$ cat src/rtl/rv32i_wb_arbiter_if.sv
// Bundle between the producers (ALU result stream, load responses) and the
// write-back arbiter, including the register-file write port it drives.
interface rv32i_wb_arbiter_if #(
  parameter int CNT_W = 2
);
  logic             I_ALU_VALID;
  logic             O_ALU_READY;
  logic [4:0]       I_ALU_RD;
  logic [31:0]      I_ALU_DATA;
  logic             I_LD_VALID;
  logic [4:0]       I_LD_RD;
  logic [31:0]      I_LD_DATA;
  logic [2:0]       I_LD_FUNCT3;
  logic [1:0]       I_LD_ADDR_LO;
  logic [4:0]       O_DST_ADDR;
  logic [31:0]      O_DST_DATA;
  logic             O_WR_EN;
  logic             O_LD_ERR;
  logic [CNT_W-1:0] O_BUF_CNT;

  modport master (
    output I_ALU_VALID, I_ALU_RD, I_ALU_DATA,
    output I_LD_VALID, I_LD_RD, I_LD_DATA, I_LD_FUNCT3, I_LD_ADDR_LO,
    input  O_ALU_READY, O_DST_ADDR, O_DST_DATA, O_WR_EN, O_LD_ERR, O_BUF_CNT
  );

  modport slave (
    input  I_ALU_VALID, I_ALU_RD, I_ALU_DATA,
    input  I_LD_VALID, I_LD_RD, I_LD_DATA, I_LD_FUNCT3, I_LD_ADDR_LO,
    output O_ALU_READY, O_DST_ADDR, O_DST_DATA, O_WR_EN, O_LD_ERR, O_BUF_CNT
  );
endinterface

$ cat src/rtl/rv32i_wb_arbiter.sv
// RV32I write-back arbiter: merges load responses (absolute priority, extended
// here) and a FIFO-buffered ALU result stream onto one register-file write port.
module rv32i_wb_arbiter #(
  parameter int DEPTH = 2,
  parameter int CNT_W = 2
) (
  input  logic               I_CLK,
  input  logic               I_RST,
  rv32i_wb_arbiter_if.slave  bus
);
  localparam int PTR_W = $clog2(DEPTH);

  logic [4:0]       mem_rd_q  [DEPTH];
  logic [31:0]      mem_dat_q [DEPTH];
  logic [PTR_W-1:0] wp_q, rp_q;
  logic [CNT_W-1:0] cnt_q, cnt_d;
  logic             wr_en_q, wr_en_d, ld_err_q, ld_err_d;
  logic [4:0]       addr_q, addr_d;
  logic [31:0]      data_q, data_d;

  logic        ready, alu_keep, ld_legal, ld_win, fifo_ne, deq, bypass, enq;
  logic [7:0]  ld_byte;
  logic [15:0] ld_half;
  logic [31:0] ld_val;

  assign ready    = cnt_q < CNT_W'(DEPTH);
  assign alu_keep = bus.I_ALU_VALID & ready & (bus.I_ALU_RD != 5'd0);

  assign ld_byte = bus.I_LD_DATA[{bus.I_LD_ADDR_LO, 3'b000} +: 8];
  assign ld_half = bus.I_LD_ADDR_LO[1] ? bus.I_LD_DATA[31:16] : bus.I_LD_DATA[15:0];

  always_comb begin
    ld_legal = 1'b0;
    ld_val   = '0;
    case (bus.I_LD_FUNCT3)
      3'd0: begin ld_legal = 1'b1;                      ld_val = {{24{ld_byte[7]}}, ld_byte}; end
      3'd4: begin ld_legal = 1'b1;                      ld_val = {24'd0, ld_byte}; end
      3'd1: begin ld_legal = ~bus.I_LD_ADDR_LO[0];      ld_val = {{16{ld_half[15]}}, ld_half}; end
      3'd5: begin ld_legal = ~bus.I_LD_ADDR_LO[0];      ld_val = {16'd0, ld_half}; end
      3'd2: begin ld_legal = (bus.I_LD_ADDR_LO == 2'd0); ld_val = bus.I_LD_DATA; end
      default: ;
    endcase
  end

  // A load to x0 never claims the port, so the FIFO head or bypass can use it.
  assign ld_win  = bus.I_LD_VALID & ld_legal & (bus.I_LD_RD != 5'd0);
  assign fifo_ne = (cnt_q != '0);
  assign deq     = ~ld_win & fifo_ne;
  assign bypass  = ~ld_win & ~fifo_ne & alu_keep;
  assign enq     = alu_keep & ~bypass;
  assign cnt_d   = cnt_q + CNT_W'(enq) - CNT_W'(deq);
  assign ld_err_d = bus.I_LD_VALID & ~ld_legal;

  always_comb begin
    wr_en_d = 1'b0;
    addr_d  = addr_q;
    data_d  = data_q;
    if (ld_win) begin
      wr_en_d = 1'b1;
      addr_d  = bus.I_LD_RD;
      data_d  = ld_val;
    end else if (deq) begin
      wr_en_d = 1'b1;
      addr_d  = mem_rd_q[rp_q];
      data_d  = mem_dat_q[rp_q];
    end else if (bypass) begin
      wr_en_d = 1'b1;
      addr_d  = bus.I_ALU_RD;
      data_d  = bus.I_ALU_DATA;
    end
  end

  always_ff @(posedge I_CLK) begin
    if (I_RST) begin
      wp_q     <= '0;
      rp_q     <= '0;
      cnt_q    <= '0;
      wr_en_q  <= 1'b0;
      ld_err_q <= 1'b0;
      addr_q   <= '0;
      data_q   <= '0;
    end else begin
      if (enq) wp_q <= wp_q + 1'b1;
      if (deq) rp_q <= rp_q + 1'b1;
      cnt_q    <= cnt_d;
      wr_en_q  <= wr_en_d;
      ld_err_q <= ld_err_d;
      addr_q   <= addr_d;
      data_q   <= data_d;
    end
  end

  // Storage needs no reset; occupancy is tracked by the pointers and count.
  always_ff @(posedge I_CLK) begin
    if (!I_RST && enq) begin
      mem_rd_q[wp_q]  <= bus.I_ALU_RD;
      mem_dat_q[wp_q] <= bus.I_ALU_DATA;
    end
  end

  assign bus.O_ALU_READY = ready;
  assign bus.O_DST_ADDR  = addr_q;
  assign bus.O_DST_DATA  = data_q;
  assign bus.O_WR_EN     = wr_en_q;
  assign bus.O_LD_ERR    = ld_err_q;
  assign bus.O_BUF_CNT   = cnt_q;
endmodule

$ cat src/flat_wrapper.sv
// flat-port wrapper written by rule: the top's interface ports become plain ports
module rv32i_wb_arbiter_flat 
#(
  parameter int DEPTH = 2,
  parameter int CNT_W = 2
)
  (I_CLK, I_RST, bus_I_ALU_VALID, bus_I_ALU_RD, bus_I_ALU_DATA, bus_I_LD_VALID, bus_I_LD_RD, bus_I_LD_DATA, bus_I_LD_FUNCT3, bus_I_LD_ADDR_LO, bus_O_ALU_READY, bus_O_DST_ADDR, bus_O_DST_DATA, bus_O_WR_EN, bus_O_LD_ERR, bus_O_BUF_CNT);
  rv32i_wb_arbiter_if #(.CNT_W(CNT_W)) bus_i ();
  input  logic I_CLK;
  input  logic I_RST;
  input wire logic [$bits(bus_i.I_ALU_VALID)-1:0] bus_I_ALU_VALID;
  input wire logic [$bits(bus_i.I_ALU_RD)-1:0] bus_I_ALU_RD;
  input wire logic [$bits(bus_i.I_ALU_DATA)-1:0] bus_I_ALU_DATA;
  input wire logic [$bits(bus_i.I_LD_VALID)-1:0] bus_I_LD_VALID;
  input wire logic [$bits(bus_i.I_LD_RD)-1:0] bus_I_LD_RD;
  input wire logic [$bits(bus_i.I_LD_DATA)-1:0] bus_I_LD_DATA;
  input wire logic [$bits(bus_i.I_LD_FUNCT3)-1:0] bus_I_LD_FUNCT3;
  input wire logic [$bits(bus_i.I_LD_ADDR_LO)-1:0] bus_I_LD_ADDR_LO;
  output wire logic [$bits(bus_i.O_ALU_READY)-1:0] bus_O_ALU_READY;
  output wire logic [$bits(bus_i.O_DST_ADDR)-1:0] bus_O_DST_ADDR;
  output wire logic [$bits(bus_i.O_DST_DATA)-1:0] bus_O_DST_DATA;
  output wire logic [$bits(bus_i.O_WR_EN)-1:0] bus_O_WR_EN;
  output wire logic [$bits(bus_i.O_LD_ERR)-1:0] bus_O_LD_ERR;
  output wire logic [$bits(bus_i.O_BUF_CNT)-1:0] bus_O_BUF_CNT;
  assign bus_i.I_ALU_VALID = bus_I_ALU_VALID;
  assign bus_i.I_ALU_RD = bus_I_ALU_RD;
  assign bus_i.I_ALU_DATA = bus_I_ALU_DATA;
  assign bus_i.I_LD_VALID = bus_I_LD_VALID;
  assign bus_i.I_LD_RD = bus_I_LD_RD;
  assign bus_i.I_LD_DATA = bus_I_LD_DATA;
  assign bus_i.I_LD_FUNCT3 = bus_I_LD_FUNCT3;
  assign bus_i.I_LD_ADDR_LO = bus_I_LD_ADDR_LO;
  assign bus_O_ALU_READY = bus_i.O_ALU_READY;
  assign bus_O_DST_ADDR = bus_i.O_DST_ADDR;
  assign bus_O_DST_DATA = bus_i.O_DST_DATA;
  assign bus_O_WR_EN = bus_i.O_WR_EN;
  assign bus_O_LD_ERR = bus_i.O_LD_ERR;
  assign bus_O_BUF_CNT = bus_i.O_BUF_CNT;
  rv32i_wb_arbiter #(.DEPTH(DEPTH), .CNT_W(CNT_W)) u_core (.I_CLK(I_CLK), .I_RST(I_RST), .bus(bus_i));
endmodule
$ cat config.mk
export PLATFORM = sky130hd
export DESIGN_NAME = rv32i_wb_arbiter_flat
export DESIGN_NICKNAME = d
export VERILOG_FILES = /design/src/rtl/rv32i_wb_arbiter_if.sv /design/src/rtl/rv32i_wb_arbiter.sv /design/src/flat_wrapper.sv
export SDC_FILE = /design/constraint.sdc
export NUM_CORES = 1
export LEC_CHECK = 0
export ABC_AREA = 1
export BUFFER_PORTS_ARGS = -buffer_cell sky130_fd_sc_hd__clkbuf_2
export CAP_MARGIN = 20
export CORE_ASPECT_RATIO = 0.7
export CORE_UTILIZATION = 55
export DETAILED_ROUTE_END_ITERATION = 12
export PLACE_DENSITY = 0.8
export SLEW_MARGIN = 25
export SYNTH_ARGS = -nofsm -noshare
export SYNTH_HDL_FRONTEND = slang
export SYNTH_SLANG_ARGS = --single-unit
$ cat constraint.sdc
create_clock -name I_CLK -period 5.8 [get_ports I_CLK]
set_input_delay 1.45 -clock I_CLK [delete_from_list [all_inputs] [get_ports I_CLK]]
set_output_delay 1.45 -clock I_CLK [all_outputs]
set_load 0.005 [all_outputs]
# After elaboration in Yosys (flattened, before gate mapping)
# Memory sizes are Yosys's and may differ from the RTL's. A register that Yosys moved wholly into a read port is not among the register bits.
# Cells that the tools add are included.
# op_classes
add_sub_neg,4
order_cmp,1
eq_ne,4
n_shift,1
mux,18
bitwise_logic,14
n_reduce_logical,10
# op_table
operator,n
$pmux 32 s5,1
$mux 32,3
$shiftx 32x6->8,1
$mux 16,1
$mux 5,3
$reduce_bool 5->1,2
$and 1x1->1,9
$mux 1,9
$eq 3x3->1 const B,2
$not 1->1,5
$reduce_or 2->1,2
$eq 3x1->1 const B,1
$eq 3x2->1 const B,1
$logic_not 3->1,1
$pmux 1 s3,1
$reduce_bool 3->1,1
$add 1x1->1 const B,2
$add 2x1->2,1
$logic_not 2->1,1
$lt 2x2->1 const B,1
$reduce_bool 2->1,1
$sub 2x1->2,1
$logic_and 1x1->1,1
$logic_not 1->1,1
# totals
register_bits,43
ram_bits,74
word_cells,61
n_memories,2
# memory_table
name,depth,word_bits,read_ports,rd_clocked_by_memory_dff,wr,line,text
u_core.mem_dat_q,2,32,1,1,1,rv32i_wb_arbiter.sv:14,logic [31:0] mem_dat_q [DEPTH];
u_core.mem_rd_q,2,5,1,1,1,rv32i_wb_arbiter.sv:13,logic [4:0] mem_rd_q [DEPTH];

# Longest topological paths before layout
# depth
ltp_word,13
ltp_mapped,14
mapped_depth_nobuf,12

# Least setup slack after synthesis
# Ideal clock, no wire load.
# synth_timing
path_type,input to register
from,in bus_I_LD_FUNCT3[1]
to,"mem u_core.mem_dat_q[1][0], enable pin"
setup_ns,0.477
arrival_ns,4.820
slack_ns,0.503
path_stages,9
path_cell_list,buf_6 -> inv_2 -> nand2_2 -> nand2_2 -> nand4_4 -> buf_4 -> nand2_1 -> nand2_1 -> nor3_1
# synth_via
elab_chain_len,13
elab_cells_between_ends,18
classes_between,eq/ne: 4; mux: 3; bitwise: 7; reduce/logical: 4
# synth_rtl
element,line,text
from (decl),flat_wrapper.sv:17,input wire logic [$bits(bus_i.I_LD_FUNCT3)-1:0] bus_I_LD_FUNCT3;
$eq 3x1->1 (tied with other cells),rv32i_wb_arbiter.sv:35,case (bus.I_LD_FUNCT3)
$reduce_or 2->1 (no line),n/a,
$pmux 1 s3 (*),rv32i_wb_arbiter.sv:35,
$and 1x1->1 (*) (2 in a row),rv32i_wb_arbiter.sv:46,assign ld_win = bus.I_LD_VALID & ld_legal & (bus.I_LD_RD != 5'd0);
$not 1->1 (*),rv32i_wb_arbiter.sv:49,assign bypass = ~ld_win & ~fifo_ne & alu_keep;
$and 1x1->1 (*) (2 in a row),rv32i_wb_arbiter.sv:49,
$not 1->1 (*),rv32i_wb_arbiter.sv:50,assign enq = alu_keep & ~bypass;
$and 1x1->1 (*),rv32i_wb_arbiter.sv:50,
$logic_and 1x1->1 (*),rv32i_wb_arbiter.sv:95,if (!I_RST && enq) begin
$mux 1 (*),rv32i_wb_arbiter.sv:95,
$mux 1 (not written as such) (*),rv32i_wb_arbiter.sv:97,mem_dat_q[wp_q] <= bus.I_ALU_DATA;
to (decl),rv32i_wb_arbiter.sv:14,
# Every way passes the cells marked *; elsewhere a longest branch is shown, timed or not.

# Worst setup path after layout
# layout_timing
from,in bus_I_LD_FUNCT3[1]
to,"reg u_core.data_q[15], in the netlist u_core.bus.O_DST_DATA[15]"
# layout_via
elab_chain_len,9
elab_cells_between_ends,18
classes_between,eq/ne: 4; mux: 4; bitwise: 6; reduce/logical: 4
# layout_rtl
element,line,text
$eq 3x1->1 (tied with other cells),rv32i_wb_arbiter.sv:35,
$reduce_or 2->1 (no line),n/a,
$pmux 1 s3,rv32i_wb_arbiter.sv:35,
$and 1x1->1 (2 in a row),rv32i_wb_arbiter.sv:46,
$not 1->1,"rv32i_wb_arbiter.sv:48, rv32i_wb_arbiter.sv:49",
$and 1x1->1 (on tied branches),"rv32i_wb_arbiter.sv:49, rv32i_wb_arbiter.sv:48",
$and 1x1->1 / $mux 32 (equally long branches),"rv32i_wb_arbiter.sv:49, rv32i_wb_arbiter.sv:62",
$reduce_bool 3->1 (no line) / $mux 32 (equally long branches),n/a,
to (signal assigned),rv32i_wb_arbiter.sv:89,data_q <= data_d;
to (decl),rv32i_wb_arbiter.sv:19,"logic [31:0] data_q, data_d;"
# Several ways; a longest one is shown, not always the timed one.
# A chain may end at the register's enable or synchronous reset.

==> PnR_summary.wiki <==
{| class="wikitable"
! Metric !! Value
|-
| Critical Path AT || 3.76 ns
|-
| Antenna violations before repair || 0
|-
| Share of layout cells above drive strength 1 || 0.250
|-
| Area delta synth->final || 20.7%
|-
| Worst supply voltage drop on vdd || 0.000299 V
|-
| Die Ht || 90.2 um
|-
| Clock transition time at the flip-flop clock pins of the worst setup and hold paths || 0.05 ns
|-
| Met3 layer usage reported by global route || 0.0815
|-
| Sequential fraction of the synthesis area || 0.508
|-
| Synthesized area divided by synthesized cell count || 8.16 um2
|-
| CP endpoint kind || flip-flop
|-
| Standard cell with the maximum stage delay on the critical path || nand3_2
|-
| Global-route usage over all layers || 0.294
|-
| Initial Utilization || 0.577
|-
| Number of distinct standard cells referenced by the synthesized netlist || 28
|-
| Instance count of the mapped netlist || 749
|-
| Number of clock buffers inserted by TritonCTS || 17
|-
| Crit path max fanout || 39
|-
| Deepest level of the CTS H-tree || 4
|-
| Fmax achieved || 289 MHz
|-
| Final-layout fill cell count || 852
|-
| CTS tree || built
|-
| Required @ worst endpoint || 6.10 ns
|-
| Routed wire length || 16500 um
|-
| Placeable core region || 10600 um2
|-
| Post-detailed-placement half-perimeter wirelength || 10700 um
|-
| Final Total Pwr || 0.00336 W
|-
| Final standard cell area without fillers || 7370 um2
|-
| Clock tree root driver cell || clkbuf_16
|-
| Total power per unit cell area || 455 nW/um2
|-
| Antenna diodes || 0
|-
| Remaining antenna violation count after routing || 0
|-
| Routing usage on met2 || 0.459
|-
| GRT overflow || 0
|-
| Final core area utilization || 0.696
|-
| Static power due to leakage || 3.50 nW
|-
| Global-route wire length before repair || 25600 um
|-
| Net count of the mapped netlist || 833
|-
| Final weighted congestion of routability-driven global placement || 0.909
|-
| Global-route layer with the greatest usage || met2
|-
| Resized Gates After CTS || 0
|-
| Cell Area, Placed || 6730 um2
|-
| Number of I/O port buffers || 124
|-
| First-pass iteration count of the detailed router || 6
|-
| GRT met1 Usage || 0.377
|-
| DRC violations left || 0
|-
| Number of design-rule violations left by the first detailed-router iteration || 500
|-
| Vias in the first global route || 5220
|-
| Run status || complete, no violations
|-
| Slowest Stage Delay on Critical Path || 0.62 ns
|-
| Crit start category || input port
|-
| Pin count of the biggest net entering global routing || 59
|-
| Clk buf depth || 2
|-
| Mapped Area || 6110 um2
|-
| Final Cycle Share || 0.597
|-
| Vias per cell || 5.52
|-
| Row count || 31
|-
| Total number of yosys warnings || 0
|-
| Number of maximum-capacitance constraint violations || 0
|-
| Most common cell after layout, fill and taps aside || nand2_1
|-
| RSZ-0062 raised after global routing || no
|-
| Crit-path cells || clkbuf_2 > o21ai_1 > nand4_4 > nand3_2 > buf_4 > o21ai_0 > nor2_1
|-
| Area enclosed by the die boundary || 11500 um2
|-
| Final min period || 3.46 ns
|-
| Clock latency on the worst-skew pair || 0.42 ns
|-
| Number of max-slew violations in the final report || 0
|-
| Leading cell types in the layout, fill and taps excluded || 223 x nand2_1, 124 x clkbuf_2, 116 x nor2_1
|-
| Layout Skew || 0.00821 ns
|-
| Final net count || 940
|-
| Average wire per cell in the routed design || 16.3 um
|-
| I/O pin count || 125
|-
| Dominant delay contributor by cell family on the critical path || simple AND/OR/NAND/NOR gates
|-
| Chip Width || 128 um
|-
| Clock sink count || 118
|-
| Post-synthesis sequential element count || 118
|-
| Worst hold slack across all endpoints || 0.499 ns
|-
| Kind of path behind the tightest hold check || flip-flop to flip-flop
|-
| Final setup violation count || 0
|-
| Worst slew margin relative to its limit || 0.414
|-
| Buf/Inv on CP || 2
|-
| Final Hold Viols || 0
|-
| Via total after detailed routing || 5617
|-
| Slew @ Worst Pin || 0.878 ns
|-
| Final TNS setup || 0 ns
|-
| Startpoint-to-endpoint class of the critical path || input port to flip-flop
|-
| Total setup buffers inserted after CTS || 0
|-
| Number of buffers inserted for hold repair after clock tree synthesis || 0
|}
-- sequential cells by signal (all words and copies together) (netlist names), named ones only --
signal,count
u_core.bus.O_BUF_CNT,2
u_core.bus.O_DST_ADDR,5
u_core.bus.O_DST_DATA,32
u_core.bus.O_LD_ERR,1
u_core.bus.O_WR_EN,1
u_core.mem_dat_q,64
u_core.mem_rd_q,10
u_core.rp_q,1
u_core.wp_q,1
-- metrics by stage --
stage	instances	worst slack, ns
floorplan	749	0.503
global placement	984	1.89
detailed placement	984	1.78
CTS	1016	2.17
global route	1017	2.21
finish	1017	2.34
-- synthesized netlist by cell type (all sizes together) --
cell type | number | area (um2)
o21ai | 53 | 265
nor2 | 120 | 474
nand2 | 225 | 850
a21oi | 6 | 30.0
inv | 48 | 183
mux2 | 36 | 405
ha | 1 | 12.5
clkbuf | 9 | 33.8
nand3 | 88 | 450
edfxtp | 74 | 2220
dfxtp | 44 | 881
xnor2 | 1 | 8.76
nand3b | 2 | 15.0
mux2i | 1 | 10.0
nor3 | 1 | 5.00
nand4 | 6 | 52.6
buf | 34 | 213
-- metal layers --
metal / vias up / wire (um) / share of wire
li1: 2677 / - / -
met1: 2600 / 6890 / 0.42
met2: 294 / 7740 / 0.47
met3: 46 / 1440 / 0.087
met4: 0 / 475 / 0.029
met5: - / 0 / 0
-- kinds of logic after synthesis --
kind of cell    Yosys count  share of synthesized area
compound gates           59                     0.0483
xor+xnor                  1                    0.00143
fa+ha+maj                 1                    0.00205
buf+inv                  91                     0.0702
flops                   118                      0.508
mux                      37                     0.0680
simple gates            442                      0.302
-- power breakdown --
| group | switching (W) | internal [W] |
|---|---|---|
| Clock | 0.000395 | 0.000689 |
| Combinational | 0.000639 | 0.000430 |
| Sequential | 0.000116 | 0.00109 |
| Total | 0.00115 | 0.00221 |
-- worst register-to-register path, cell delays in order, from the launching register on --
cell	delay (ns)
dfxtp_1	0.37
nor2_2	0.71
buf_4	0.42
nand3_2	0.63
buf_4	0.50
o21ai_0	0.29
nor2_1	0.10
-- worst paths after layout --
check	startpoint	endpoint	slack (ns)	depth (start not counted)
max	bus_I_LD_FUNCT3[1]	u_core.bus.O_DST_DATA[15]	2.34	7
min	u_core.rp_q	u_core.rp_q	0.50	2
max reg2reg	u_core.bus.O_BUF_CNT[1]	u_core.bus.O_DST_DATA[15]	2.66	6
min reg2reg	u_core.rp_q	u_core.rp_q	0.50	2
-- cell type report --
class	instances	area (um2)	share of cell area
repair buffers	131	693	0.0940
clock inverters	14	176	0.0239
inverters	48	183	0.0248
well taps	148	185	0.0251
multi-input cells	540	2590	0.352
flip-flops and latches	118	3100	0.421
clock buffers	18	439	0.0596
Power figures use the tool's default switching activity.
